`config.mk`:
```
export PLATFORM = sky130hd
export DESIGN_NAME = sampling_control_mc
export DESIGN_NICKNAME = d
export VERILOG_FILES = /design/src/rtl/sampling_control_mc.sv
export SDC_FILE = /design/constraint.sdc
export NUM_CORES = 1
export LEC_CHECK = 0
export CAP_MARGIN = 30
export CORE_MARGIN = 2
export CORE_UTILIZATION = 30
export DETAILED_ROUTE_END_ITERATION = 16
export MAX_ROUTING_LAYER = met4
export PLACE_DENSITY = 0.58
export SLEW_MARGIN = 20
export SYNTH_ARGS = -nofsm -noshare
export SYNTH_HDL_FRONTEND = slang
export SYNTH_SLANG_ARGS = --single-unit
```
`constraint.sdc`:
```
create_clock -name Fg_CLK -period 2.5 [get_ports Fg_CLK]
set_input_delay 0.5 -clock Fg_CLK [delete_from_list [all_inputs] [get_ports Fg_CLK]]
set_output_delay 0.5 -clock Fg_CLK [all_outputs]
set_load 0.05 [all_outputs]
```
`src/rtl/sampling_control_mc.sv`:
```
// -----------------------------------------------------------------------------
// sampling_control_mc
//
// Button-driven sampling controller for the DDS capture path. The raw front
// panel button is synchronised and debounced, then split into short-press and
// long-press events. A short press in IDLE steps the sampling mode. A long
// press starts a capture run (or aborts one in progress). A run issues Len_i+1
// one-clock Enable strobes spaced Div_i+1 clocks apart. It then raises Done
// and waits for Ack_i.
//
// Optional feature macro: SAMPLING_CONTROL_DEBOUNCE_EN
//   defined   : a DEB_CYCLES stability-window debouncer follows the synchroniser
//   undefined : the synchroniser output is used directly as the button level
//
// Ports
//   Fg_CLK  in   system clock, rising edge
//   RESETn  in   asynchronous active-low reset
//   IntBTN  in   raw asynchronous button, active high
//   Div_i   in   sample period minus 1 (clocks), latched at run start
//   Len_i   in   samples per run minus 1, latched at run start
//   Ack_i   in   downstream acknowledge of Done
//   Ready   out  high while idle
//   Enable  out  one-clock sample strobe
//   Done    out  run complete, held until acknowledged
//   Mode    out  current sampling mode
// -----------------------------------------------------------------------------
module sampling_control_mc #(
    parameter int N_MODES     = 4,
    parameter int MODE_W      = 2,
    parameter int DEB_CYCLES  = 16,
    parameter int LONG_CYCLES = 1024,
    parameter int DIV_W       = 16,
    parameter int CNT_W       = 10
) (
    input  logic              Fg_CLK,
    input  logic              RESETn,
    input  logic              IntBTN,
    input  logic [DIV_W-1:0]  Div_i,
    input  logic [CNT_W-1:0]  Len_i,
    input  logic              Ack_i,
    output logic              Ready,
    output logic              Enable,
    output logic              Done,
    output logic [MODE_W-1:0] Mode
);

    localparam logic [1:0] ST_IDLE   = 2'd0;
    localparam logic [1:0] ST_SAMPLE = 2'd1;
    localparam logic [1:0] ST_DONE   = 2'd2;

    localparam int                TMR_W     = $clog2(LONG_CYCLES + 1);
    localparam logic [TMR_W-1:0]  TMR_LONG  = TMR_W'(LONG_CYCLES);
    localparam logic [TMR_W-1:0]  TMR_FIRE  = TMR_W'(LONG_CYCLES - 1);
    localparam logic [TMR_W-1:0]  TMR_ONE   = TMR_W'(1'b1);
    localparam logic [MODE_W-1:0] MODE_LAST = MODE_W'(N_MODES - 1);
    localparam logic [MODE_W-1:0] MODE_ONE  = MODE_W'(1'b1);
    localparam logic [DIV_W-1:0]  DIV_ONE   = DIV_W'(1'b1);
    localparam logic [CNT_W-1:0]  CNT_ONE   = CNT_W'(1'b1);

    logic              sync1_r;
    logic              sync2_r;
    logic              deb_s;
    logic              deb_prev_r;
    logic [TMR_W-1:0]  press_tmr_r;
    logic              long_s;
    logic              short_s;

    logic [1:0]        state_r,    state_n;
    logic [DIV_W-1:0]  div_cnt_r,  div_cnt_n;
    logic [CNT_W-1:0]  samp_cnt_r, samp_cnt_n;
    logic              last_r,     last_n;
    logic [DIV_W-1:0]  div_lat_r,  div_lat_n;
    logic [CNT_W-1:0]  len_lat_r,  len_lat_n;
    logic [MODE_W-1:0] mode_r,     mode_n;
    logic              enable_n;
    logic              ready_r;
    logic              enable_r;
    logic              done_r;

    // Two-flop synchroniser for the asynchronous button input
    always_ff @(posedge Fg_CLK or negedge RESETn) begin
        if (!RESETn) begin
            sync1_r <= 1'b0;
            sync2_r <= 1'b0;
        end else begin
            sync1_r <= IntBTN;
            sync2_r <= sync1_r;
        end
    end

`ifdef SAMPLING_CONTROL_DEBOUNCE_EN
    localparam int               DEB_W    = $clog2(DEB_CYCLES + 1);
    localparam logic [DEB_W-1:0] DEB_LAST = DEB_W'(DEB_CYCLES - 1);
    localparam logic [DEB_W-1:0] DEB_ONE  = DEB_W'(1'b1);

    logic [DEB_W-1:0] deb_cnt_r;
    logic             deb_lvl_r;

    // Debouncer: level follows the input only after DEB_CYCLES consecutive disagreeing samples
    always_ff @(posedge Fg_CLK or negedge RESETn) begin
        if (!RESETn) begin
            deb_cnt_r <= {DEB_W{1'b0}};
            deb_lvl_r <= 1'b0;
        end else if (sync2_r != deb_lvl_r) begin
            if (deb_cnt_r == DEB_LAST) begin
                deb_cnt_r <= {DEB_W{1'b0}};
                deb_lvl_r <= sync2_r;
            end else begin
                deb_cnt_r <= deb_cnt_r + DEB_ONE;
                deb_lvl_r <= deb_lvl_r;
            end
        end else begin
            deb_cnt_r <= {DEB_W{1'b0}};
            deb_lvl_r <= deb_lvl_r;
        end
    end

    assign deb_s = deb_lvl_r;
`else
    assign deb_s = sync2_r;
`endif

    // Press timer: counts debounced-high clocks and saturates at LONG_CYCLES
    always_ff @(posedge Fg_CLK or negedge RESETn) begin
        if (!RESETn) begin
            deb_prev_r  <= 1'b0;
            press_tmr_r <= {TMR_W{1'b0}};
        end else begin
            deb_prev_r <= deb_s;
            if (!deb_s) begin
                press_tmr_r <= {TMR_W{1'b0}};
            end else if (press_tmr_r != TMR_LONG) begin
                press_tmr_r <= press_tmr_r + TMR_ONE;
            end else begin
                press_tmr_r <= press_tmr_r;
            end
        end
    end

    // The timer passes LONG_CYCLES-1 exactly once per press, so long_s is a single pulse.
    // A saturated timer at release means the long event already fired: no short event.
    assign long_s  = deb_s & (press_tmr_r == TMR_FIRE);
    assign short_s = deb_prev_r & ~deb_s & (press_tmr_r != TMR_LONG);

    // Next-state logic for the run controller, divider, sample counter and mode
    always_comb begin
        state_n    = state_r;
        div_cnt_n  = div_cnt_r;
        samp_cnt_n = samp_cnt_r;
        last_n     = last_r;
        div_lat_n  = div_lat_r;
        len_lat_n  = len_lat_r;
        mode_n     = mode_r;
        enable_n   = 1'b0;
        case (state_r)
            ST_IDLE: begin
                if (long_s) begin
                    state_n    = ST_SAMPLE;
                    div_lat_n  = Div_i;
                    len_lat_n  = Len_i;
                    div_cnt_n  = {DIV_W{1'b0}};
                    samp_cnt_n = {CNT_W{1'b0}};
                    last_n     = 1'b0;
                end else if (short_s) begin
                    mode_n = (mode_r == MODE_LAST) ? {MODE_W{1'b0}} : (mode_r + MODE_ONE);
                end else begin
                    state_n = ST_IDLE;
                end
            end
            ST_SAMPLE: begin
                if (long_s) begin
                    // Abort wins over any strobe due this cycle
                    state_n = ST_IDLE;
                end else if (last_r) begin
                    state_n = ST_DONE;
                end else if (div_cnt_r == div_lat_r) begin
                    enable_n   = 1'b1;
                    div_cnt_n  = {DIV_W{1'b0}};
                    samp_cnt_n = samp_cnt_r + CNT_ONE;
                    last_n     = (samp_cnt_r == len_lat_r);
                end else begin
                    div_cnt_n = div_cnt_r + DIV_ONE;
                end
            end
            ST_DONE: begin
                if (Ack_i) begin
                    state_n = ST_IDLE;
                end else begin
                    state_n = ST_DONE;
                end
            end
            default: begin
                state_n = ST_IDLE;
            end
        endcase
    end

    // State and output registers; outputs are decoded from the next state so they align with it
    always_ff @(posedge Fg_CLK or negedge RESETn) begin
        if (!RESETn) begin
            state_r    <= ST_IDLE;
            div_cnt_r  <= {DIV_W{1'b0}};
            samp_cnt_r <= {CNT_W{1'b0}};
            last_r     <= 1'b0;
            div_lat_r  <= {DIV_W{1'b0}};
            len_lat_r  <= {CNT_W{1'b0}};
            mode_r     <= {MODE_W{1'b0}};
            ready_r    <= 1'b1;
            enable_r   <= 1'b0;
            done_r     <= 1'b0;
        end else begin
            state_r    <= state_n;
            div_cnt_r  <= div_cnt_n;
            samp_cnt_r <= samp_cnt_n;
            last_r     <= last_n;
            div_lat_r  <= div_lat_n;
            len_lat_r  <= len_lat_n;
            mode_r     <= mode_n;
            ready_r    <= (state_n == ST_IDLE);
            enable_r   <= enable_n;
            done_r     <= (state_n == ST_DONE);
        end
    end

    assign Ready  = ready_r;
    assign Enable = enable_r;
    assign Done   = done_r;
    assign Mode   = mode_r;

endmodule

```
Word-level counts from Yosys, hierarchy flattened --
Cells that the tools add are included.
Word-level totals: bits of input ports 30, logic and storage cells 72, output and inout bits 5, bits in registers 74
Cells by class: equality and inequality tests 13, muxes and demuxes 28, reduce and logical (&&, ||, !) cells 8, add/sub/neg operators 4, bitwise operators 5
Operators with widths (number):
- two-way mux 16 bit | 4
- two-way mux 10 bit | 4
- one-hot mux 16 bit (2 select lines) | 1
- two-way mux 11 bit | 2
- one-hot mux 10 bit (2 select lines) | 1
- adder 16 x 1 -> 16 bit (second input constant) | 1
- == test 16 bit | 1
- two-way mux 2 bit | 6
- adder 11 x 1 -> 11 bit (second input constant) | 1
- == test 11 x 10 -> 1 bit (second input constant) | 1
- != test 11 bit (second input constant) | 1
- adder 10 x 1 -> 10 bit (second input constant) | 1
- == test 10 bit | 1
- two-way mux 1 bit | 8
- != test 2 bit (second input constant) | 4
- == test 2 bit (second input constant) | 3
- one-hot mux 2 bit (3 select lines) | 1
- AND reduction 3 bit | 2
- AND reduction 5 bit | 1
- logical NOT 2 bit | 2
- AND reduction 4 bit | 1
- AND 1 bit | 3
- adder 2 x 1 -> 2 bit (second input constant) | 1
- == test 2 x 1 -> 1 bit (second input constant) | 1
- other kinds (5) | 6

Longest topological paths before layout --
depth after elaboration 7, depth in mapped cells 9, gate-level depth less buffers 7

Worst setup path before layout --
OpenSTA, ideal clock, no wires.
path kind register to register, start point register press_tmr_r[0], end point register div_cnt_r[9], required time 2.368 ns, clock period less this slack 2.067 ns, path slack 0.433 ns, path buffers 2, stages on the path, launching flop included 9, setup time 0.132 ns, data arrival time 1.936 ns, path through dfrtp_1 > ha_1 > nand3_1 > or4b_1 > buf_6 > and2_4 > buf_6 > a22oi_2 > o31ai_1
Between the ends: word-level cells in the longest chain between the ends 4, elaborated cells on any way between the ends 5, those cells by class eq/ne: 3; bitwise: 1; reduce/logical: 1
RTL lines:
- start, declared | line 64 | logic [TMR_W-1:0] press_tmr_r;
- start signal, assigned | line 127 | press_tmr_r <= {TMR_W{1'b0}};
- start signal, assigned | line 131 | press_tmr_r <= {TMR_W{1'b0}};
- start signal, assigned | line 133 | press_tmr_r <= press_tmr_r + TMR_ONE;
- == test 11 x 10 -> 1 bit * | line 142 | assign long_s = deb_s & (press_tmr_r == TMR_FIRE);
- AND 1 bit * | line 142
- != test 2 bit (no line)
- AND reduction 4 bit (no line) *
- end signal, assigned | line 202 | div_cnt_r <= {DIV_W{1'b0}};
- end signal, assigned | line 213 | div_cnt_r <= div_cnt_n;
- end, declared | line 69 | logic [DIV_W-1:0] div_cnt_r, div_cnt_n;
Every way passes the cells marked *; elsewhere a longest branch is shown, timed or not. A chain may end at the register's enable or synchronous reset.

Worst setup path after layout --
start point register ready_r (netlist: Ready), end point output port Ready
RTL lines:
- start, declared | line 76 | logic ready_r;
- start signal, assigned | line 219 | ready_r <= (state_n == ST_IDLE);
- end, declared | line 41 | output logic Ready,
No word-level cell between the ends.

==> flow_metrics.env <==
export IMPL_status="completed"
export IMPL_fillerInstances=1267
export IMPL_worstPathCellList="clkdlybuf4s50_1"
export IMPL_end_kind="output pin"
export IMPL_cts_tree="done"
export IMPL_slew_viol_final=0
export IMPL_setup_viol=0
export IMPL_hold_viol_final=0
export IMPL_grt_pass1_vias=2858
export IMPL_hold_buffers=0
export IMPL_required_ns=2.00
export IMPL_detail_route_antenna_nets=0
export IMPL_numCtsBuffers=9
export IMPL_cp_data_arrival_time_ns=1.63
export IMPL_nNetsFinal=429
export IMPL_vias=2843
export IMPL_viasPerCell=4.98
export IMPL_hold_class="in -> async"
export IMPL_crit_path_max_fanout=1
export IMPL_fin_crit_sh_pct=85.2
export IMPL_root_buffer="clkbuf_16"
export IMPL_diodes=0
export IMPL_tns_ns=0
export IMPL_leakagePower_uw=0.00194
export IMPL_layout_drive_gt1_share_pct=16.0
export IMPL_synth_cell_types=53
export IMPL_yosysTopAreaCell="dfrtp_1"
export IMPL_p_seq_share_pct=46.3
export IMPL_grt_use_met2_pct=21.3
export IMPL_drv_cap=0
export IMPL_yosys_warnings=0
export IMPL_rr_startpoint="div_cnt_r[0]"
export IMPL_grt_max_degree=44
export IMPL_multiInputGateArea_sq_um=1810
export IMPL_start_util_pct=30.5
export IMPL_core_area_sq_um=12500
export IMPL_final_util_pct=37.0
export IMPL_async_flop_share_pct=100
export IMPL_groute_layer_met3_usage_pct=2.47
export IMPL_routed_wl_mm=8.03
export IMPL_pwr_density_cell_nw_per_um2=595
export IMPL_critPathKind="reg -> out"
export IMPL_synth_adder_area_share_pct=1.64
export IMPL_rrSetupSlack_ns=0.43
export IMPL_antenna_found_initial=0
export IMPL_p_switching_uw=621
export IMPL_synth_compound_area_share_pct=9.34
export IMPL_clk_pin_slew_worst_paths_ns=0.06
export IMPL_clkPwrFrac_pct=44.5
export IMPL_fin_crit_ns=2.13
export IMPL_grt_overflow_total=0
export IMPL_synthXorXnorAreaFrac_pct=8.03
export IMPL_synth_top_family_by_area="simple AND/OR/NAND/NOR gates"
export IMPL_drt_pass1_iter_count=4
export IMPL_seqCellArea_sq_um=1850
export IMPL_die_area_sq_um=13600
export IMPL_gr_usage_all_layers_pct=13.5
export IMPL_io_buffers=34
export IMPL_drcViolationCount=0
export IMPL_start_kind="register"
export IMPL_critPathBufInv=1
export IMPL_area_growth_pct=21.4
export IMPL_irDropWorstVdd_mv=0.498
export IMPL_fp_dieH_microns=117
export IMPL_worst_pin_slew_ns=0.564
export IMPL_io_pins=35
export IMPL_syn_area_per_cell_sq_um=10.6
export IMPL_rr_worst_depth=5
export IMPL_fmax_ghz=0.470
export IMPL_skew_ns=0.00911
export IMPL_internal_power_uw=2140
export IMPL_synth_common_cells="dfrtp_1, mux2_2, nand2_1"
export IMPL_post_cts_resized=0
export IMPL_cts_sinks=74
export IMPL_met1_usage_pct=17.2
export IMPL_clock_path_buffers=2
export IMPL_grt_pass1_wl_mm=14.0
export IMPL_synth_top_cell_area_share_pct=47.8
export IMPL_netlist_area_sq_um=3820
export IMPL_synth_edf_count=0
export IMPL_h_tree_depth=3
export IMPL_synth_area_top_cells="dfrtp_1, mux2_2, xor2_1"
export IMPL_drt_initial_drc_count=182
export IMPL_synth_mux_area_share_pct=10.1
export IMPL_synth_nets=396
export IMPL_dieWidth_microns=117
export IMPL_postCtsSetupRepairBufs=0
export IMPL_synth_simple_area_share_pct=18.3
export IMPL_ys_ff_latch=74
export IMPL_synth_most_common_cell="dfrtp_1"
export IMPL_avgRoutedWirePerCell_microns=14.1
export IMPL_swShare_pct=22.5
export IMPL_path_delay_family="buffers and inverters"
export IMPL_r2r_end="div_cnt_r[13]"
export IMPL_seq_area_frac_synth_pct=48.5
export IMPL_slowest_stage="clkdlybuf4s50_1"
export IMPL_place_hpwl_mm=5.61
export IMPL_p_comb_share_pct=9.2
export IMPL_top_usage_layer="met2"
export IMPL_rows=41
export IMPL_ys_flop_type="dfrtp_1"
export IMPL_place_gp_congestion=0.867
export IMPL_rsz0062_at_grt="false"
export IMPL_worstSkewPairLatency_ns=0.34
export IMPL_relSlewSlack_pct=62.4
export IMPL_crit_path_max_incr_delay_ns=0.79
export IMPL_syn_inst=361
## final cells by class
type	instances	area share, %
multi-input combinational	253	39.0
clock buffer	13	5.18
sequential	74	40.0
inverter	10	0.837
clock inverter	3	0.864
timing repair buffer	46	9.50
tap	172	4.64
## power by group through the flow
| stage | combinational (uW) | sequential, uW | clock (uW) |
|---|---|---|---|
| 6_report | 254 | 1280 | 1230 |
| 5_1_grt | 282 | 1280 | 1310 |
| 4_1_cts | 260 | 1280 | 1250 |
| 3_5_place_dp | 259 | 1300 | 0 |
| 3_3_place_gp | 254 | 1300 | 0 |
| 2_1_floorplan | 76.5 | 1350 | 0 |
## how the worst max path moves through the flow
stage	from	end	slack, ns	cells after the start
6_report	Ready	Ready	0.37	1
2_1_floorplan	press_tmr_r[0]	div_cnt_r[9]	0.43	8
5_1_grt	div_cnt_r[9]	samp_cnt_r[9]	0.21	6
4_1_cts	Ready	Ready	0.35	1
3_5_place_dp	div_cnt_r[9]	samp_cnt_r[9]	0.48	6
3_3_place_gp	div_cnt_r[9]	samp_cnt_r[9]	0.49	6
## layer usage
metal / wire (microns) / vias up
met2: 3880 / 53
met4: 152 / 0
met3: 244 / 10
met1: 3750 / 1407
li1: - / 1373
met5: 0 / -
## state kept, by name (all words and copies together) (netlist names), 2 cells and up
register / flops
state_r: 2
div_lat_r: 16
div_cnt_r: 16
Mode: 2
len_lat_r: 10
press_tmr_r: 11
samp_cnt_r: 10
## logic make-up after synthesis
family,Yosys count
XOR/XNOR,35
AO/OA/AOI/OAI,52
flip-flops,74
adder cells (fa/ha/maj),5
buffers and inverters,34
multiplexers,35
AND/OR/NAND/NOR,126
## stage by stage
stage / cells / instance area, sq um / power [uW] / worst slack, ns / hold WS [ns]
final: 571 / 4640 / 2760 / 0.371 / 0.154
after global routing: 571 / 4640 / 2880 / 0.206 / 0.205
after CTS: 571 / 4640 / 2790 / 0.355 / 0.186
after detailed placement: 555 / 4360 / 1560 / 0.481 / 0.336
after global placement: 555 / 4360 / 1550 / 0.492 / 0.333
after floorplan: 361 / 3820 / 1430 / 0.433 / 0.204
## layout by cell type (no fill, tap or decap), types with 4 or more instances in the layout
cell / count
nor3_1: 12
a31oi_1: 9
and3_1: 7
o21ai_0: 8
inv_1: 9
nand2_1: 27
buf_4: 12
nor2_1: 7
xor2_1: 26
and2_1: 10
xnor2_1: 9
a21oi_1: 8
mux2_2: 28
mux2i_1: 7
nand3_1: 21
dfrtp_1: 73
or4_1: 5
o21ai_1: 4
clkbuf_1: 4
clkdlybuf4s50_1: 33
nor4_1: 11
nand4_1: 7
ha_1: 5
clkbuf_16: 9
(Power assumes the default switching activity.)
